### config.mk
export PLATFORM = sky130hd
export DESIGN_NAME = uart_prog_loader
export DESIGN_NICKNAME = d
export VERILOG_FILES = /design/src/rtl/uart_prog_loader.sv
export SDC_FILE = /design/constraint.sdc
export NUM_CORES = 1
export LEC_CHECK = 0
export CAP_MARGIN = 30
export CORE_UTILIZATION = 45
export CTS_CLUSTER_SIZE = 24
export DETAILED_ROUTE_END_ITERATION = 8
export PLACE_DENSITY = 0.69
export SLEW_MARGIN = 20
export SYNTH_ARGS = -nofsm -noshare
export SYNTH_HDL_FRONTEND = slang
export SYNTH_SLANG_ARGS = --single-unit
### constraint.sdc
create_clock -name upg_clk_i -period 1.6 [get_ports upg_clk_i]
set_input_delay 0.4 -clock upg_clk_i [delete_from_list [all_inputs] [get_ports upg_clk_i]]
set_output_delay 0.4 -clock upg_clk_i [all_outputs]
set_load 0.03 [all_outputs]
### src/rtl/uart_prog_loader.sv
// UART (8N1, or 8E1 with UPG_PARITY_EN) to 32-bit word writer for program/data memory preload.
// Write strobe one cycle after the 4th stop-bit sample; no backpressure; inactive once done.
module uart_prog_loader #(
  parameter int CLKS_PER_BIT = 87,
  parameter int TIMEOUT_CLKS = 1_000_000
) (
  input  logic        upg_clk_i,
  input  logic        upg_rst_i,
  input  logic        upg_rx_i,
  output logic        upg_wen_o,
  output logic [14:0] upg_adr_o,
  output logic [31:0] upg_dat_o,
  output logic        upg_done_o,
  output logic        upg_err_o
);

  localparam int BW   = $clog2(CLKS_PER_BIT + 1);
  localparam int IW   = $clog2(TIMEOUT_CLKS + 1);
  localparam int HALF = (CLKS_PER_BIT / 2 > 0) ? CLKS_PER_BIT / 2 : 1;
  localparam logic [BW-1:0] BIT_END  = BW'(CLKS_PER_BIT - 1);
  localparam logic [BW-1:0] HALF_END = BW'(HALF - 1);
  localparam logic [IW-1:0] IDLE_END = IW'(TIMEOUT_CLKS - 1);

  typedef enum logic [2:0] {
    IDLE,
    START,
    DATA,
`ifdef UPG_PARITY_EN
    PARITY,
`endif
    STOP
  } state_t;

  state_t        state, state_nxt;
  logic          rx_meta, rx_sync, rx_prev;
  logic [BW-1:0] baud_cnt;
  logic [2:0]    bit_cnt;
  logic [1:0]    byte_cnt;
  logic [IW-1:0] idle_cnt;
  logic [14:0]   adr_cnt;
  logic [7:0]    rx_shift;
  logic [23:0]   word;
  logic          wrote;

  logic fall, bit_tick, half_tick;
  logic baud_clr, shift_en, byte_ok, frame_err;

  assign fall      = rx_prev & ~rx_sync;
  assign bit_tick  = (baud_cnt == BIT_END);
  assign half_tick = (baud_cnt == HALF_END);

  always_ff @(posedge upg_clk_i) begin
    if (upg_rst_i) state <= IDLE;
    else           state <= state_nxt;
  end

  always_comb begin
    state_nxt = state;
    baud_clr  = 1'b0;
    shift_en  = 1'b0;
    byte_ok   = 1'b0;
    frame_err = 1'b0;
    case (state)
      IDLE: begin
        baud_clr = 1'b1;
        if (fall && !upg_done_o) state_nxt = START;
      end
      START: if (half_tick) begin
        baud_clr  = 1'b1;
        state_nxt = rx_sync ? IDLE : DATA;
      end
      DATA: if (bit_tick) begin
        baud_clr = 1'b1;
        shift_en = 1'b1;
`ifdef UPG_PARITY_EN
        if (bit_cnt == 3'd7) state_nxt = PARITY;
`else
        if (bit_cnt == 3'd7) state_nxt = STOP;
`endif
      end
`ifdef UPG_PARITY_EN
      // Even parity: the parity bit equals the XOR of the data bits.
      PARITY: if (bit_tick) begin
        baud_clr = 1'b1;
        if (rx_sync != ^rx_shift) begin
          frame_err = 1'b1;
          state_nxt = IDLE;
        end else begin
          state_nxt = STOP;
        end
      end
`endif
      STOP: if (bit_tick) begin
        baud_clr  = 1'b1;
        state_nxt = IDLE;
        byte_ok   = rx_sync;
        frame_err = ~rx_sync;
      end
      default: state_nxt = IDLE;
    endcase
    if (upg_done_o) begin
      state_nxt = IDLE;
      byte_ok   = 1'b0;
      frame_err = 1'b0;
    end
  end

  always_ff @(posedge upg_clk_i) begin
    if (upg_rst_i) begin
      rx_meta    <= 1'b1;
      rx_sync    <= 1'b1;
      rx_prev    <= 1'b1;
      baud_cnt   <= '0;
      bit_cnt    <= '0;
      byte_cnt   <= '0;
      idle_cnt   <= '0;
      adr_cnt    <= '0;
      rx_shift   <= '0;
      word       <= '0;
      wrote      <= 1'b0;
      upg_wen_o  <= 1'b0;
      upg_adr_o  <= '0;
      upg_dat_o  <= '0;
      upg_done_o <= 1'b0;
      upg_err_o  <= 1'b0;
    end else begin
      rx_meta   <= upg_rx_i;
      rx_sync   <= rx_meta;
      rx_prev   <= rx_sync;
      upg_wen_o <= 1'b0;
      baud_cnt  <= baud_clr ? '0 : baud_cnt + 1'b1;

      if (state == IDLE) bit_cnt <= '0;
      else if (shift_en) bit_cnt <= bit_cnt + 1'b1;
      if (shift_en) rx_shift <= {rx_sync, rx_shift[7:1]};
      if (frame_err) upg_err_o <= 1'b1;

      // Bytes shift in from the top so byte 0 ends up in the low lane.
      if (byte_ok) begin
        idle_cnt <= '0;
        if (byte_cnt != 2'd3) begin
          word     <= {rx_shift, word[23:8]};
          byte_cnt <= byte_cnt + 1'b1;
        end else begin
          upg_wen_o <= 1'b1;
          upg_dat_o <= {rx_shift, word};
          upg_adr_o <= adr_cnt;
          byte_cnt  <= '0;
          wrote     <= 1'b1;
          if (adr_cnt == 15'h7FFF) upg_done_o <= 1'b1;
          else                     adr_cnt    <= adr_cnt + 1'b1;
        end
      end else if (wrote && !upg_done_o) begin
        if (idle_cnt == IDLE_END) begin
          upg_done_o <= 1'b1;
          byte_cnt   <= '0;
        end else begin
          idle_cnt <= idle_cnt + 1'b1;
        end
      end
    end
  end

endmodule
After elaboration in Yosys (flattened, before gate mapping). Cells that the tools add are included.

Flip-flop bits (word level): 136. Logic and storage cells: 90.

Add/subtract/negate cells: 5. Equality and inequality tests: 16. Mux-type cells: 27. Bitwise logic cells: 6. Reductions and logical operators: 19.

Operators with widths (count): 20-bit by 1-bit adder with 20-bit output, second input constant (1); 20-bit == test, second input constant (1); 15-bit by 1-bit adder with 15-bit output, second input constant (1); 15-bit == test, second input constant (1); 1-bit 2-to-1 mux (15); 3-bit 2-to-1 mux (5); 2-bit != test, second input constant (7); 3-bit case mux with 4 select lines (1); 2-bit OR reduction (6); 2-bit 2-to-1 mux (5); 2-bit AND reduction (4); 7-bit by 1-bit adder with 7-bit output, second input constant (1); 7-bit by 6-bit == test with 1-bit output, second input constant (1); 7-bit == test, second input constant (1); 3-bit by 2-bit == test with 1-bit output, second input constant (2); 1-bit NOT (5); 5-bit AND reduction (1); 4-bit AND reduction (1); 2-bit nonzero test (2); 3-bit by 1-bit adder with 3-bit output, second input constant (1); 3-bit by 1-bit == test with 1-bit output, second input constant (1); 3-bit == test, second input constant (1); 3-bit zero test (1); 1-bit case mux with 3 select lines (1); 6 further kinds (7).

Depth between registers and ports, before layout.
Depth in word-level cells: 6. Depth in mapped cells: 10. Gate-level depth less buffers: 7.

Worst setup path before layout. OpenSTA, ideal clock, no wires.

Path kind: reg2reg. Start point: reg adr_cnt[0]. End point: reg adr_cnt[11]. Setup time: 115 ps. Arrival time: 1666 ps. Data required time: 1485 ps. Setup slack: -180 ps. Stages on the path, launching flop included: 7. Cell sequence: dfxtp_1 -> ha_1 -> and3_1 -> and3_4 -> a2111oi_4 -> a31oi_1 -> o21a_1.

Cells in the longest elaborated chain, start to end: 3. Elaborated cells on any way between the ends: 4. Those cells by class: 1 x add/sub; 1 x eq/ne; 1 x bitwise; 1 x reduce/logical.

Ends and longest elaborated chain: from (decl) (RTL line 40) `logic [14:0] adr_cnt;`; from (signal assigned) (RTL line 151) `else adr_cnt <= adr_cnt + 1'b1;`; branches (longest 3 deep; another with 15-bit by 1-bit adder with 15-bit output).

Several ways; the timed one is not identified. A chain may end at the register's enable or synchronous reset.

Final worst setup path.
Start point: reg baud_cnt[3]. End point: reg rx_shift[1].

Cells in the longest elaborated chain, start to end: 3.

Ends and longest elaborated chain: from (decl) (RTL line 36) `logic [BW-1:0] baud_cnt;`; from (signal assigned) (RTL line 131) `baud_cnt <= baud_clr ? '0 : baud_cnt + 1'b1;`; 7-bit == test (RTL line 49) `assign bit_tick = (baud_cnt == BIT_END);`; 1-bit 2-to-1 mux (RTL line 72) `DATA: if (bit_tick) begin`; 1-bit 2-to-1 mux (RTL line 63) `case (state)`; to (signal assigned) (RTL line 135) `if (shift_en) rx_shift <= {rx_sync, rx_shift[7:1]};`; to (decl) (RTL line 41) `logic [7:0] rx_shift;`.

Every way passes these cells.

==> impl_metrics.tcl <==
set metrics [dict create \
    drt_wl_total_um 15100 \
    cp_slowest_cell "and4bb_4" \
    syn-cell-area_mm2 0.00541 \
    maxCapViolCount 0 \
    fp.dieH_um 112 \
    synth.ff_latch_count 135 \
    syn_nets 648 \
    critical_path_class "reg -> reg" \
    cts_tree "built" \
    die_x_um 112 \
    switching_power_w 0.00156 \
    insertion_delay_ns 0.43 \
    synthFlopType "dfxtp_1" \
    fin_nets 771 \
    arrival_ns 2.00 \
    finish.utilization 0.694 \
    status "complete, but fails checks" \
    io_pins 53 \
    ys_warn_count 0 \
    grt_pass1_wl_um 21000 \
    start_kind "flip-flop" \
    hold_end "upg_dat_o[0]$_SDFFE_PP0P_" \
    root_buffer "clkbuf_16" \
    diodes 0 \
    crit_path_end_kind "flip-flop" \
    power_density_mw_per_mm2 895 \
    drtIter0Drc 376 \
    synth_common_cells "nand2_1 (161), dfxtp_1 (135), a21oi_1 (83)" \
    yosysMostFrequentCell "nand2_1" \
    p_leak_nw 3.34 \
    cts_sinks 135 \
    grt_overflow 0 \
    synth_cell_types 52 \
    design.die.area_mm2 0.0125 \
    row_count 39 \
    yosysTopAreaCell "dfxtp_1" \
    p_sw_frac 0.217 \
    gp_congestion 0.784 \
    syn_to_final_growth_pct 48.2 \
    tightestPinTransition_ns 0.413 \
    whs_path_depth 2 \
    fin_crit_sh 1.06 \
    drtAntennaViolNets 0 \
    internal_power_w 0.00562 \
    async_flop_share 0 \
    clkPwrFrac 0.512 \
    synth_edf_count 0 \
    synth.area.top_cells "dfxtp_1 (50%), nand2_1 (11%), a21oi_1 (7.7%)" \
    postLayoutSetupSlackWorst_ns -0.0972 \
    seq_power_share 0.469 \
    core_mm2 0.0116 \
    preCtsSetupSlack_ns -0.143 \
    grt_max_degree 27 \
    r2r_slack_ns -0.1 \
    r2r-start "baud_cnt[3]$_SDFF_PP0_" \
    clock_path_buffers 2 \
    relSlewSlack 0.725 \
    reg2reg_to "rx_shift[1]$_SDFFE_PP0P_" \
    numPortBuffers 52 \
    hold_viol_final 0 \
    report.final.setup_viol 75 \
    share_comb_of_total_power 0.019 \
    min-delay-start "upg_rst_i" \
    final_cells 916 \
    antenna_found_initial 0 \
    fin_skew_ns 0.00760 \
    initial_core_util 0.468 \
    track_usage 0.210 \
    drc 5 \
    slowest_delay_ns 0.39 \
    peakVddDrop_mv 0.688 \
    drv_slew 0 \
    crit_required_ns 1.90 \
    totalNegativeSetupSlack_ns -2.67 \
    vias_per_cell 5.48 \
    yosysSeqAreaShare 0.499 \
    drtPass1Iterations 7 \
    postSynthCellCount 638 \
    numCtsBuffers 17 \
    nFillCells 801 \
    grt_pass1_vias 4539 \
    hold_path_class "in -> reg" \
    hpwl_um 8430 \
    final_layout_size_suffix_gt1_frac 0.360 \
    cts.htree.levels 4 \
    wl_per_cell_um 16.5 \
    fin_crit_ns 1.70 \
    num_vias 5017 \
    cp_max_fo 5 \
    rsz0062_at_grt "true" \
    synth.avg_cell_area_um2 8.48 \
    failed_checks "design-rule violations, negative setup slack" \
    fmax_mhz 589 \
    worstPathCellList "and4bb_4 -> nand2_4 -> nor3b_4 -> buf_6 -> mux2i_1 -> nor2_1" \
    synth_top_area_frac 0.499 \
    rr_worst_depth 6 \
    holdBufCountCts 0 \
    cts.clk_slew.worst_paths_ns 0.06 \
    dp_cells 868 \
]
-- worst max-delay path, delay by kind of cell, from the launching register on --
kind          cells  cell delay [ns]
simple gates      4             0.83
flops             1             0.31
mux               1             0.24
buf+inv           1             0.18
-- worst max-delay path by stage --
stage / startpoint / to / slack [ns] / cells past startpoint
floorplan: adr_cnt[0]$_SDFFE_PP0P_ / adr_cnt[11]$_SDFFE_PP0P_ / -0.02 / 6
finish: baud_cnt[3]$_SDFF_PP0_ / rx_shift[1]$_SDFFE_PP0P_ / -0.1 / 6
CTS: baud_cnt[3]$_SDFF_PP0_ / adr_cnt[11]$_SDFFE_PP0P_ / -0.11 / 5
global placement: baud_cnt[0]$_SDFF_PP0_ / upg_dat_o[11]$_SDFFE_PP0P_ / -0.11 / 8
global route: baud_cnt[3]$_SDFF_PP0_ / rx_shift[0]$_SDFFE_PP0P_ / -0.14 / 6
detailed placement: baud_cnt[0]$_SDFF_PP0_ / upg_dat_o[3]$_SDFFE_PP0P_ / -0.14 / 8
-- per-stage QoR --
stage               power, W  cell area, µm²  hold WS [ns]
global route         0.00739            8020         0.328
detailed placement   0.00354            6560         0.397
floorplan            0.00350            5480         0.389
CTS                  0.00717            7180         0.291
finish               0.00718            8020         0.316
global placement     0.00354            6560         0.394
-- area by class of cell --
type                            count  area (µm²)  share of cell area
Multi-Input combinational cell    456        3130               0.391
Sequential cell                   135        2720               0.339
Timing Repair Buffer              142        1400               0.174
Clock buffer                       20         457              0.0569
Tap cell                          143         179              0.0223
Clock inverter                     11         101              0.0126
Inverter                            9        33.8             0.00421
-- flip-flops by register name, summed over array words and instances, names as in the netlist, 3 cells and up --
signal	cells
upg_dat_o	32
rx_shift	8
baud_cnt	7
idle_cnt	20
upg_adr_o	15
bit_cnt	3
word	24
adr_cnt	15
-- cells by family after synthesis --
group,share of synthesized area
AOI/OAI and AO/OA,0.114
xor gates and xnor gates,0.0485
adders and majority gates,0.0162
buffers and inverters,0.0439
DFF,0.499
muxes,0.0166
and+or+nand+nor,0.261
-- power groups by stage --
stage	registers [W]	logic, W	clock network (W)
final	0.00337	0.000138	0.00367
after global routing	0.00337	0.000146	0.00388
after CTS	0.00337	0.000101	0.00370
after detailed placement	0.00344	0.000101	0
after global placement	0.00344	0.0000987	0
after floorplan	0.00344	0.0000621	0
-- layout by cell type (no fill, tap or decap), types with 3 or more instances in the layout --
cell	n
dfxtp_1	121
nand2_2	14
or3_1	4
and3_4	3
nor2b_1	4
buf_12	9
nor4_4	4
buf_4	68
nand3_1	12
clkdlybuf4s15_1	9
dlygate4sd2_1	38
clkbuf_16	23
dfxtp_2	13
nor2_2	7
a21oi_2	41
buf_6	7
nand2_1	121
a21oi_1	42
clkbuf_2	3
ha_1	4
nand2_4	26
nand4_1	9
nor2_1	49
nor4_2	3
nor3_1	3
nor3_2	5
inv_1	8
xnor2_1	16
clkinv_2	3
clkinvlp_4	4
and4_1	4
or2_2	4
mux2i_1	8
and3_1	5
xor2_1	14
o21ai_0	5
-- routing by layer --
layer	routed length [µm]	part of all wire	GRT usage
met2	7610	0.50	0.348
met1	6270	0.42	0.253
met3	824	0.055	0.0588
met5	0	0	0
met4	401	0.027	0.0955
-- timing repair --
item                                    4_1_cts  5_1_grt
endpoints found under the setup margin      127      132
endpoints found under the hold margin         0        0
gates cloned                                  1        7
resized for setup                            70      184
buffers inserted                              2        7
pin swaps                                     7      100
No activity file was read; power rests on OpenSTA's default activity.
